==> config.mk <==
export PLATFORM = sky130hd
export DESIGN_NAME = counter_ctrl_unit_flat
export DESIGN_NICKNAME = d
export VERILOG_FILES = /design/src/rtl/counter_ctrl_unit_if.sv /design/src/rtl/counter_ctrl_unit.sv /design/src/flat_wrapper.sv
export SDC_FILE = /design/constraint.sdc
export NUM_CORES = 1
export LEC_CHECK = 0
export CORE_ASPECT_RATIO = 1.1
export CORE_MARGIN = 2
export CORE_UTILIZATION = 46
export CTS_BUF_LIST = sky130_fd_sc_hd__clkbuf_2 sky130_fd_sc_hd__clkbuf_4 sky130_fd_sc_hd__clkbuf_8
export DETAILED_ROUTE_END_ITERATION = 10
export GPL_ROUTABILITY_DRIVEN = 0
export GPL_TIMING_DRIVEN = 0
export PLACE_DENSITY = 0.86
export SETUP_SLACK_MARGIN = 0.15
export SLEW_MARGIN = 5
export SYNTH_ARGS = -nofsm -noshare
export SYNTH_HDL_FRONTEND = slang
export SYNTH_SLANG_ARGS = --single-unit
==> constraint.sdc <==
create_clock -name clk -period 2.4 [get_ports clk]
set_input_delay 0.48 -clock clk [delete_from_list [all_inputs] [get_ports clk]]
set_output_delay 0.48 -clock clk [all_outputs]
set_load 0.1 [all_outputs]
==> src/rtl/counter_ctrl_unit_if.sv <==
// Control/status bundle between the 0..9 counter controller, its buttons and its datapath.
// The master side drives start/stop/ALt10; the controller (slave) drives the strobes and status.
interface counter_ctrl_unit_if;
  logic       start;
  logic       stop;
  logic       ALt10;
  logic       ASrcMuxSel;
  logic       ALoad;
  logic       OutBufSel;
  logic       busy;
  logic       done;
  logic [7:0] pass_cnt;
  logic [2:0] state_o;

  modport master (
    output start, stop, ALt10,
    input  ASrcMuxSel, ALoad, OutBufSel, busy, done, pass_cnt, state_o
  );

  modport slave (
    input  start, stop, ALt10,
    output ASrcMuxSel, ALoad, OutBufSel, busy, done, pass_cnt, state_o
  );
endinterface

==> src/rtl/counter_ctrl_unit.sv <==
// Sequencer for the A=0..9 counter datapath: prescaled FSM steps, stop abort, optional auto-loop, pass count.
// One FSM step per TICK_DIV clocks, strobes are 1-clk; no backpressure, stop forces IDLE at the next edge.
module counter_ctrl_unit #(
  parameter int unsigned TICK_DIV = 1,
  parameter int unsigned LOOP     = 0
) (
  input logic               clk,
  input logic               reset,
  counter_ctrl_unit_if.slave bus
);

  typedef enum logic [2:0] {
    IDLE  = 3'd0,
    CLEAR = 3'd1,
    CMP   = 3'd2,
    OUT   = 3'd3,
    INC   = 3'd4,
    DONE  = 3'd5
  } state_t;

  localparam int unsigned     CW      = (TICK_DIV > 1) ? $clog2(TICK_DIV) : 1;
  localparam logic [CW-1:0]   LAST    = CW'(TICK_DIV - 1);
  localparam bit              LOOP_EN = (LOOP != 0);

  state_t        state_q, state_d;
  logic [CW-1:0] cnt_q, cnt_d;
  logic [7:0]    pass_q, pass_d;
  logic          aload_q, aload_d;
  logic          obs_q, obs_d;
  logic          asrc_q, asrc_d;
  logic          busy_q, busy_d;
  logic          done_q, done_d;

  logic          running, tick, start_acc;
  logic          run_n, tick_n;

  always_comb begin
    running   = (state_q inside {CLEAR, CMP, OUT, INC}) || (LOOP_EN && state_q == DONE);
    tick      = running && (cnt_q == LAST);
    start_acc = bus.start && (state_q == IDLE || state_q == DONE);

    state_d = state_q;
    pass_d  = pass_q;
    cnt_d   = (running && !tick) ? cnt_q + 1'b1 : '0;

    case (state_q)
      IDLE:  if (bus.start) state_d = CLEAR;
      CLEAR: if (tick) state_d = CMP;
      CMP: begin
        if (tick) begin
          if (bus.ALt10) begin
            state_d = OUT;
          end else begin
            state_d = DONE;
            pass_d  = pass_q + 8'd1;
          end
        end
      end
      OUT:   if (tick) state_d = INC;
      INC:   if (tick) state_d = CMP;
      DONE: begin
        if (bus.start)             state_d = CLEAR;
        else if (LOOP_EN && tick)  state_d = CLEAR;
      end
      default: state_d = IDLE;
    endcase

    if (start_acc) cnt_d = '0;

    // stop overrides every transition, including the CMP->DONE pass increment
    if (bus.stop) begin
      state_d = IDLE;
      cnt_d   = '0;
      pass_d  = pass_q;
    end

    // Outputs are registered: evaluate the Moore decode on the next state/count.
    run_n   = (state_d inside {CLEAR, CMP, OUT, INC}) || (LOOP_EN && state_d == DONE);
    tick_n  = run_n && (cnt_d == LAST);
    aload_d = tick_n && (state_d == CLEAR || state_d == INC);
    obs_d   = tick_n && (state_d == OUT);
    asrc_d  = (state_d == INC);
    busy_d  = (state_d inside {CLEAR, CMP, OUT, INC});
    done_d  = (state_d == DONE);
  end

  always_ff @(posedge clk or negedge reset) begin
    if (!reset) begin
      state_q <= IDLE;
      cnt_q   <= '0;
      pass_q  <= '0;
      aload_q <= 1'b0;
      obs_q   <= 1'b0;
      asrc_q  <= 1'b0;
      busy_q  <= 1'b0;
      done_q  <= 1'b0;
    end else begin
      state_q <= state_d;
      cnt_q   <= cnt_d;
      pass_q  <= pass_d;
      aload_q <= aload_d;
      obs_q   <= obs_d;
      asrc_q  <= asrc_d;
      busy_q  <= busy_d;
      done_q  <= done_d;
    end
  end

  // A stop arriving during a strobe cycle must kill that strobe immediately.
  assign bus.ALoad      = aload_q && !bus.stop;
  assign bus.OutBufSel  = obs_q && !bus.stop;
  assign bus.ASrcMuxSel = asrc_q;
  assign bus.busy       = busy_q;
  assign bus.done       = done_q;
  assign bus.pass_cnt   = pass_q;
  assign bus.state_o    = state_q;

endmodule

==> src/flat_wrapper.sv <==
// flat-port wrapper written by rule: the top's interface ports become plain ports
module counter_ctrl_unit_flat 
#(
  parameter int unsigned TICK_DIV = 1,
  parameter int unsigned LOOP     = 0
)
  (clk, reset, bus_start, bus_stop, bus_ALt10, bus_ASrcMuxSel, bus_ALoad, bus_OutBufSel, bus_busy, bus_done, bus_pass_cnt, bus_state_o);
  counter_ctrl_unit_if bus_i ();
  input logic clk;
  input logic reset;
  input wire logic [$bits(bus_i.start)-1:0] bus_start;
  input wire logic [$bits(bus_i.stop)-1:0] bus_stop;
  input wire logic [$bits(bus_i.ALt10)-1:0] bus_ALt10;
  output wire logic [$bits(bus_i.ASrcMuxSel)-1:0] bus_ASrcMuxSel;
  output wire logic [$bits(bus_i.ALoad)-1:0] bus_ALoad;
  output wire logic [$bits(bus_i.OutBufSel)-1:0] bus_OutBufSel;
  output wire logic [$bits(bus_i.busy)-1:0] bus_busy;
  output wire logic [$bits(bus_i.done)-1:0] bus_done;
  output wire logic [$bits(bus_i.pass_cnt)-1:0] bus_pass_cnt;
  output wire logic [$bits(bus_i.state_o)-1:0] bus_state_o;
  assign bus_i.start = bus_start;
  assign bus_i.stop = bus_stop;
  assign bus_i.ALt10 = bus_ALt10;
  assign bus_ASrcMuxSel = bus_i.ASrcMuxSel;
  assign bus_ALoad = bus_i.ALoad;
  assign bus_OutBufSel = bus_i.OutBufSel;
  assign bus_busy = bus_i.busy;
  assign bus_done = bus_i.done;
  assign bus_pass_cnt = bus_i.pass_cnt;
  assign bus_state_o = bus_i.state_o;
  counter_ctrl_unit #(.TICK_DIV(TICK_DIV), .LOOP(LOOP)) u_core (.clk(clk), .reset(reset), .bus(bus_i));
endmodule
==> qor.log, run 1 <==
qor: route.detail_route.wl_per_cell 12.4 um
qor: route.route.vias.total 564
qor: yosys.synthTopCellsByArea dfrtp_1 56%, xnor2_1 6.9%, nor2_1 3.4%
qor: timing.period_share 0.904
qor: global_route.grt_remaining_overflow 0
qor: placed_design.dpl-instance-area 988 um2
qor: floorplanning.floorplan.initialDensity 0.491
qor: worst_setup_path.worstPathMaxFanout 7
qor: yosys.post_synth_arst_share 1.00
qor: floorplanning.top_level_ports 21
qor: layout.final_layout_size_suffix_gt1_frac 0.163
qor: clock_tree.path_clk_slew 0.09 ns
qor: yosys.netlist_instances 67
qor: layout.ff_latch_area 428 um2
qor: global_route.number_of_antenna_violations_at_the_first_check_in_global_routing 0
qor: run.max-cap-violations 0
qor: pwr.power.density 763 nW/um2
qor: pwr.cell_internal_pwr 0.000446 W
qor: pwr.share_clk_of_total_power 0.199
qor: yosys.ys.warnings.count 0
qor: pwr.combinationalPowerShare 0.360
qor: global_route.grt_pass1_vias 534
qor: placed_design.hpwl 961 um
qor: clock_tree.clk_root_buffer_cell clkbuf_4
qor: layout.n_fill_cell 130
qor: clock_tree.cts_buffer_depth 2
qor: floorplanning.dieHeight 46.8 um
qor: floorplanning.placeableCoreArea 1560 um2
qor: yosys.synth_area 764 um2
qor: worst_setup_path.worstSetupEndpointType flip-flop
qor: yosys.number_of_enable_flip_flop_cells_after_synthesis 0
qor: timing.hold_violations 0
qor: route.routed_via_density 5.17
qor: floorplanning.placement_rows 15
qor: worst_setup_path.critPathKind primary input to flip-flop
qor: clock_tree.cts_inserted_buffers 3
qor: timing.post-route-min-period 2.17 ns
qor: pwr.power_total 0.000771 W
qor: global_route.grtUsageTotal 0.158
qor: worst_setup_path.critPathRequiredTime 2.59 ns
qor: worst_setup_path.arrival 2.36 ns
qor: yosys.most_frequent_cell_after_synthesis dfrtp_1
qor: run_status.status finished, final reports clean
qor: layout.multi_input_comb_area 324 um2
qor: global_route.grt_max_degree 18
qor: pwr.total_switching_power 0.000324 W
qor: layout.syn_to_final_growth 32.2%
qor: pwr.netSwitchingFraction 0.421
qor: yosys.synth.cells.most_frequent 17 x dfrtp_1, 7 x nor2_1, 6 x xnor2_1
qor: route.drtPass1Iterations 4
qor: floorplanning.die-width 42.9 um
qor: pwr.share_seq_of_total_power 0.441
qor: yosys.synth.lib_cells_used.distinct 27
qor: yosys.largest_area_contributor_in_the_netlist dfrtp_1
qor: placed_design.port_buffers 20
qor: layout.final_nets 99
qor: clock_tree.cts.sink_count 17
qor: min_path.timing.hold.worst.class flip-flop to flip-flop
qor: yosys.netlist.area_leader.share 0.556
qor: route.antenna_nets_post_route 0
qor: timing.slew_viols_final 0
qor: timing.tightestPinTransition 0.961 ns
qor: route.drc_errors 0
qor: clock_tree.cts.hold.buffers_added 0
qor: yosys.synth_seq_cells 17
qor: yosys.main_flop_type_after_synthesis dfrtp_1
qor: timing.rsz0062_at_grt no
qor: timing.slew-limit-headroom 0.359
qor: yosys.syn_avg_cell_area 11.4 um2
qor: pwr.ir_worst_vdd 812 uV
qor: yosys.synth_fp_nets 73
qor: pwr.cellLeakagePower 0.558 nW
qor: yosys.yosysSeqAreaShare 0.556
qor: layout.antenna_cells 0
qor: worst_setup_path.worstSetupStartpointType primary input
qor: timing.skew 0.00127 ns
qor: route.drt_iter0_drc 5
qor: clock_tree.htree_levels 1
qor: timing.setup_viol_count_final 0
qor: floorplanning.die_area 2000 um2
qor: route.finalWirelength 1350 um
qor: clock_tree.tritoncts_clock_tree done
qor: global_route.global_route_wire_length_before_repair 2300 um
qor: clock_tree.clk_latency 0.27 ns
qor: layout.finish.instance_area 1010 um2
qor: timing.clock.fmax 461 MHz
==> routing by layer <==
metal / vias to the layer above / global-route usage / share of wire
li1: 274 / - / -
met1: 277 / 0.195 / 0.44
met2: 11 / 0.261 / 0.50
met3: 2 / 0.0462 / 0.049
met4: 0 / 0.0750 / 0.0089
met5: - / 0 / 0
==> cells in the final DEF (no fill, tap or decap), types with 2 or more instances in the layout <==
cell type	instances
dlymetal6s2s_1	3
clkdlybuf4s50_1	4
dfrtp_1	15
nand2b_1	2
clkbuf_4	4
nor2_1	7
nor2b_1	4
inv_1	4
dfrtp_2	2
and2b_1	2
xnor2_1	6
nand2_1	3
buf_2	2
dlygate4sd2_1	10
nand4_1	2
a21oi_1	3
==> critical path, cell delays in order <==
cell,delay [ns]
clkdlybuf4s50_1,0.51
or4b_4,0.60
nor3_4,0.22
and3_4,0.23
nand4_2,0.12
xnor2_1,0.19
==> what timing repair did <==
action / CTS / global route
gates resized for setup: 18 / 7
setup buffers: 0 / 1
pin swaps: 0 / 1
endpoints found under the setup margin: 13 / 7
cloned: 0 / 0
==> path summary, 6_finish.rpt <==
kind                                        startpoint                endpoint  slack (ns)  depth (start not counted)
worst max-delay path                          bus_stop  u_core.bus.pass_cnt[5]        0.23                          6
worst min-delay path            u_core.bus.pass_cnt[7]  u_core.bus.pass_cnt[7]        0.47                          1
worst max register to register   u_core.bus.state_o[2]  u_core.bus.pass_cnt[5]        0.54                          5
worst min register to register  u_core.bus.pass_cnt[7]  u_core.bus.pass_cnt[7]        0.47                          1
max in group asynchronous                        reset   u_core.bus.state_o[1]        1.27                          1
min in group asynchronous                        reset  u_core.bus.pass_cnt[5]        0.63                          1
==> per-stage QoR <==
step | hold slack (ns) | utilization | std cells | setup slack, ns | TNS [ns]
final | 0.470 | 0.649 | 109 | 0.230 | 0
after global routing | 0.513 | 0.649 | 109 | 0.170 | 0
after CTS | 0.478 | 0.646 | 108 | 0.132 | 0
after detailed placement | 0.470 | 0.635 | 104 | -0.445 | -0.967
after global placement | 0.462 | 0.635 | 104 | -0.415 | -0.854
after floorplan | 0.184 | - | 67 | 0.228 | 0
==> cell families (layout without fill, tap and decap cells) <==
group | count (synthesis) | in the layout | synth area share
adders and majority gates | 1 | 1 | 0.0164
buffers and inverters | 4 | 29 | 0.0196
xor gates and xnor gates | 7 | 7 | 0.0802
DFF | 17 | 17 | 0.556
other | 1 | 1 | 0.00491
and+or+nand+nor | 27 | 27 | 0.229
AOI/OAI and AO/OA | 9 | 9 | 0.0786
muxes | 1 | 1 | 0.0147
==> state kept, by name, summed over array words and instances (netlist names) <==
signal / cells
u_core.bus.pass_cnt: 8
u_core.bus.done: 1
u_core.bus.ASrcMuxSel: 1
u_core.aload_q: 1
u_core.cnt_q: 1
u_core.bus.state_o: 3
u_core.bus.busy: 1
u_core.obs_q: 1
==> cell type report <==
cell class                 instances  area share
sequential                        17       0.423
clock buffer                       4      0.0297
tap                               17      0.0210
multi-input combinational         46       0.321
timing repair buffer              21       0.191
inverter                           4      0.0149
==> power groups by stage <==
stage / logic [W] / registers [W] / clock network (W)
after floorplan: 0.0000591 / 0.000504 / 0
after global placement: 0.000289 / 0.000345 / 0
after detailed placement: 0.000292 / 0.000347 / 0
after CTS: 0.000280 / 0.000341 / 0.000164
after global routing: 0.000292 / 0.000346 / 0.000182
final: 0.000278 / 0.000340 / 0.000153
Power figures use the tool's default switching activity.
==> inputs of run 2 (changes only) <==
Settings changed: CAP_MARGIN from default to 20, CTS_CLUSTER_SIZE from default to 24, GPL_TIMING_DRIVEN 0 to default.
==> qor.log, run 2 (synthesis gave the netlist of run 1 again) <==
qor: timing.finalSetupTns 0 ns
qor: worst_setup_path.critical_path.cell_chain clkdlybuf4s50_1, buf_4, and2b_1, buf_12
qor: timing.setup_viol_count_final 0
qor: worst_setup_path.rrSetupSlack 0.67 ns
qor: floorplanning.placement_rows 15
qor: placed_design.port_buffers 20
qor: floorplanning.die_area 2000 um2
qor: worst_setup_path.cpMaxStageDelayCell clkdlybuf4s50_1
qor: global_route.number_of_antenna_violations_at_the_first_check_in_global_routing 0
qor: floorplanning.die-width 42.9 um
qor: layout.final_nets 100
qor: timing.slew_viols_final 0
qor: worst_setup_path.critPathMaxStageDelay 0.47 ns
qor: route.routed_via_density 5.11
qor: pwr.power.density 767 nW/um2
qor: run.max-cap-violations 0
qor: floorplanning.top_level_ports 21
qor: min_path.timing.hold.worst.class flip-flop to flip-flop
qor: route.met3_length 67 um
qor: timing.hold_violations 0
qor: clock_tree.path_clk_slew 0.09 ns
qor: clock_tree.clk_root_buffer_cell clkbuf_4
qor: clock_tree.postCtsSetupBuffers 0
qor: worst_setup_path.worstSetupEndpointType output pin
qor: timing.rsz0062_at_grt no
qor: global_route.grtUsageTotal 0.152
qor: floorplanning.dieHeight 46.8 um
qor: route.drt_iter0_drc 4
qor: clock_tree.cts.sink_count 17
qor: floorplanning.floorplan.initialDensity 0.491
qor: clock_tree.cts_inserted_buffers 3
qor: route.drc_errors 0
qor: worst_setup_path.worst-path-buf-inv 3
qor: layout.post_layout_nonfiller_instances 110
qor: timing.tightestPinTransition 0.716 ns
qor: timing.skew 0.000383 ns
qor: timing.slew-limit-headroom 0.521
qor: worst_setup_path.worstPathMaxFanout 6
qor: placed_design.hpwl 1020 um
qor: timing.period_share 0.812
qor: min_path.hold_path.startpoint u_core.bus.pass_cnt[7]
qor: worst_setup_path.r2r-start u_core.bus.state_o[2]
qor: worst_setup_path.critical-path-top-delay-family buffers and inverters
qor: pwr.cellLeakagePower 0.504 nW
qor: route.dr_wl_met2 644 um
qor: layout.antenna_cells 0
qor: global_route.grt_remaining_overflow 0
qor: layout.n_fill_cell 131
qor: route.finalWirelength 1280 um
qor: worst_setup_path.critPathRequiredTime 1.92 ns
qor: route.drtPass1Iterations 4
qor: pwr.ir_worst_vdd 671 uV
qor: layout.final_util 0.654
qor: floorplanning.placeableCoreArea 1560 um2
qor: route.detail_route.wl_per_cell 11.6 um
qor: clock_tree.htree_levels 1
qor: clock_tree.cts_buffer_depth 2
qor: clock_tree.cts.repair.resized 0
qor: route.route.layer.met1.wl 562 um
qor: route.route.vias.total 562
qor: clock_tree.clk_latency 0.27 ns
qor: run_status.status finished, final reports clean
qor: placed_design.placed_cells 106
qor: layout.layout_commonest_cell buf_4
qor: route.antenna_nets_post_route 0
qor: worst_setup_path.arrival 1.47 ns
qor: pwr.power_total 0.000781 W
qor: global_route.grt_pass1_vias 506
qor: clock_tree.tritoncts_clock_tree done
qor: global_route.grt_max_degree 18
qor: worst_setup_path.crit_start bus_stop
qor: layout.syn_to_final_growth 33.2%
qor: layout.mostFrequentLayoutCells 16 x buf_4, 15 x dfrtp_1, 7 x nor2_1
qor: layout.largest_register_ffs 8
qor: worst_setup_path.worstSetupStartpointType primary input
qor: layout.final_layout_size_suffix_gt1_frac 0.323
qor: clock_tree.cts.hold.buffers_added 0
qor: global_route.global_route_wire_length_before_repair 2310 um
qor: timing.clock.fmax 513 MHz
qor: route.highest_layer met4
qor: timing.post-route-min-period 1.95 ns
qor: worst_setup_path.critPathKind primary input to output pin
[run 2: cell types whose count changed in the layout (fill, tap and decap cells not counted)]
cell / delta
buf_4: +15
buf_2: -2
buf_12: +2
clkdlybuf4s15_1: -1
dlymetal6s2s_1: -3
dlygate4sd2_1: -10
[run 2: where the power goes]
group	internal, W	switching, W
Combinational	0.0000702	0.000220
Clock	0.0000755	0.0000753
Sequential	0.000312	0.0000279
[run 2: per-stage QoR]
step	setup slack, ns	instance area (um2)	hold WS [ns]
2_1_floorplan	0.228	767	0.184
3_3_place_gp	0.204	988	0.462
3_5_place_dp	0.193	988	0.471
4_1_cts	0.446	1020	0.483
5_1_grt	0.388	1020	0.495
6_report	0.452	1020	0.475
[run 2: area by class of cell]
| cell class | count | area (um2) | share of cell area |
|---|---|---|---|
| clock buffer | 4 | 30.0 | 0.0295 |
| timing repair buffer | 22 | 200 | 0.197 |
| multi-input combinational | 46 | 324 | 0.318 |
| tap | 17 | 21.3 | 0.0209 |
| sequential | 17 | 428 | 0.420 |
| inverter | 4 | 15.0 | 0.0147 |
[run 2: path summary, 6_finish.rpt]
kind | depth (start not counted) | endpoint
worst min register to register | 1 | u_core.bus.pass_cnt[7]
max in group asynchronous | 1 | u_core.bus.state_o[1]
worst max register to register | 4 | u_core.bus.busy
min in group asynchronous | 1 | u_core.bus.pass_cnt[5]
worst min-delay path | 1 | u_core.bus.pass_cnt[7]
worst max-delay path | 4 | bus_ALoad
[run 2: metal layers]
metal | global-route usage | vias up
li1 | - | 279
met3 | 0.0231 | 2
met5 | 0 | -
met2 | 0.261 | 16
met1 | 0.206 | 265
met4 | 0.0375 | 0
==> inputs of run 3 (changes only) <==
Clock period 2.4 ns to 2 ns, I/O delays scaled along.
==> qor.log, run 3 (synthesis gave the netlist of run 1 again) <==
qor: clock_tree.path_clk_slew 0.10 ns
qor: timing.skew 0.00922 ns
qor: global_route.global_route_wire_length_before_repair 2710 um
qor: clock_tree.clk_latency 0.29 ns
qor: timing.setup_viol_count_final 0
qor: global_route.groute.layer.met2.usage 0.352
qor: timing.slew_viols_final 0
qor: timing.period_share 0.898
qor: global_route.grt.met1_usage 0.204
qor: pwr.total_switching_power 0.000410 W
qor: placed_design.dp_slack -0.206 ns
qor: pwr.ir_worst_vdd 1030 uV
qor: timing.rsz0062_at_grt no
qor: pwr.power_total 0.000961 W
qor: layout.syn_to_final_growth 46.8%
qor: global_route.busiest_layer met2
qor: global_route.grtUsageTotal 0.191
qor: floorplanning.placeableCoreArea 1560 um2
qor: pwr.power.density 856 nW/um2
qor: global_route.grt_max_degree 18
qor: worst_setup_path.worstPathMaxFanout 5
qor: clock_tree.clk_root_buffer_cell clkbuf_4
qor: worst_setup_path.worstSetupEndpointType flip-flop
qor: route.antenna_nets_post_route 0
qor: route.drt_iter0_drc 9
qor: placed_design.port_buffers 20
qor: route.finalWirelength 1610 um
qor: floorplanning.die_area 2000 um2
qor: pwr.share_clk_of_total_power 0.182
qor: floorplanning.placement_rows 15
qor: route.drc_errors 0
qor: pwr.share_seq_of_total_power 0.430
qor: clock_tree.cts.hold.buffers_added 0
qor: global_route.number_of_antenna_violations_at_the_first_check_in_global_routing 0
qor: global_route.grt_pass1_vias 626
qor: layout.mostFrequentLayoutCells 19 x buf_4, 14 x dfrtp_1, 7 x nor2_1
qor: clock_tree.cts_buffer_depth 2
qor: layout.finish.instance_area 1120 um2
qor: global_route.groute.layer.met3.usage 0.0269
qor: worst_setup_path.worst-path-buf-inv 1
qor: worst_setup_path.critPathRequiredTime 2.18 ns
qor: worst_setup_path.critPathKind flip-flop to flip-flop
qor: worst_setup_path.cpMaxStageDelayCell or4b_4
qor: clock_tree.cts.sink_count 17
qor: pwr.combinationalPowerShare 0.388
qor: route.detail_route.wl_per_cell 13.9 um
qor: layout.layout_commonest_cell buf_4
qor: floorplanning.dieHeight 46.8 um
qor: worst_setup_path.arrival 1.97 ns
qor: floorplanning.die-width 42.9 um
qor: placed_design.hpwl 1230 um
qor: route.routed_via_density 5.26
qor: layout.final_nets 106
qor: timing.post_route_setup_slack 0.204 ns
qor: route.drtPass1Iterations 3
qor: clock_tree.cts_inserted_buffers 3
qor: pwr.netSwitchingFraction 0.427
qor: run_status.status finished, final reports clean
qor: worst_setup_path.critical_path.cell_chain or4b_4, o32ai_1, buf_4, a21oi_1, or2_2
qor: clock_tree.tritoncts_clock_tree done
qor: layout.antenna_cells 0
qor: timing.hold_violations 0
qor: floorplanning.top_level_ports 21
qor: worst_setup_path.critPathMaxStageDelay 0.55 ns
qor: worst_setup_path.worstSetupStartpointType flip-flop
qor: layout.largest_register_ffs 8
qor: route.route.vias.total 610
qor: pwr.cellLeakagePower 0.558 nW
qor: min_path.timing.hold.worst.class primary input to asynchronous set/reset pin
qor: worst_setup_path.critical-path-top-delay-family simple AND/OR/NAND/NOR gates
qor: timing.clock.fmax 557 MHz
qor: run.max-cap-violations 0
qor: placed_design.dpl-instance-area 1060 um2
qor: clock_tree.htree_levels 1
qor: global_route.grt_remaining_overflow 0
qor: floorplanning.floorplan.initialDensity 0.491
qor: timing.post-route-min-period 1.80 ns
qor: pwr.cell_internal_pwr 0.000551 W
qor: layout.final_layout_size_suffix_gt1_frac 0.394
==> run 3: power groups by stage <==
stage | sequential [W] | clock [W] | combinational [W]
2_1_floorplan | 0.000607 | 0 | 0.0000707
3_3_place_gp | 0.000419 | 0 | 0.000365
3_5_place_dp | 0.000421 | 0 | 0.000368
4_1_cts | 0.000413 | 0.000185 | 0.000372
5_1_grt | 0.000419 | 0.000196 | 0.000389
6_report | 0.000413 | 0.000175 | 0.000373
==> run 3: layout make-up <==
cell class	instances	area [um2]
multi-input cells	46	343
clock buffers	3	22.5
clock inverters	1	5.00
flip-flops and latches	17	434
well taps	17	21.3
fillers	112	435
repair buffers	28	282
inverters	4	15.0
==> run 3: worst register-to-register path: stages, from the launching register on <==
cell and delay [ns]:
dfrtp_4 0.49, or4b_4 0.55, o32ai_1 0.15, buf_4 0.18, a21oi_1 0.05, or2_2 0.28
==> run 3: final timing paths <==
path	start	slack (ns)	cells after the start	endpoint
max	u_core.bus.state_o[2]	0.20	5	u_core.bus.busy
min	reset	0.43	2	u_core.bus.ASrcMuxSel
max reg2reg	u_core.bus.state_o[2]	0.20	5	u_core.bus.busy
min reg2reg	u_core.bus.pass_cnt[7]	0.48	1	u_core.bus.pass_cnt[7]
max in group asynchronous	reset	1.36	2	u_core.bus.state_o[2]
min in group clk	u_core.bus.pass_cnt[7]	0.48	1	u_core.bus.pass_cnt[7]
==> run 3: timing repair <==
| item | CTS | global route |
|---|---|---|
| buffers inserted | 1 | 1 |
| pin swaps | 6 | 3 |
| setup endpoints to repair | 4 | 6 |
| gates resized for setup | 3 | 1 |
==> run 3: layer usage <==
metal,vias to the layer above,wire (um)
met5,-,0
met4,0,26
met3,4,96
met2,21,860
met1,295,626
li1,290,-
==> run 3: through the flow <==
step           hold slack (ns)  utilization  std cells  TNS [ns]
2_1_floorplan            0.104            -         67   -0.0452
3_3_place_gp             0.463        0.682        110    -0.738
3_5_place_dp             0.473        0.682        110     -1.22
4_1_cts                  0.421        0.711        115         0
5_1_grt                  0.435        0.720        116         0
6_report                 0.425        0.720        116         0
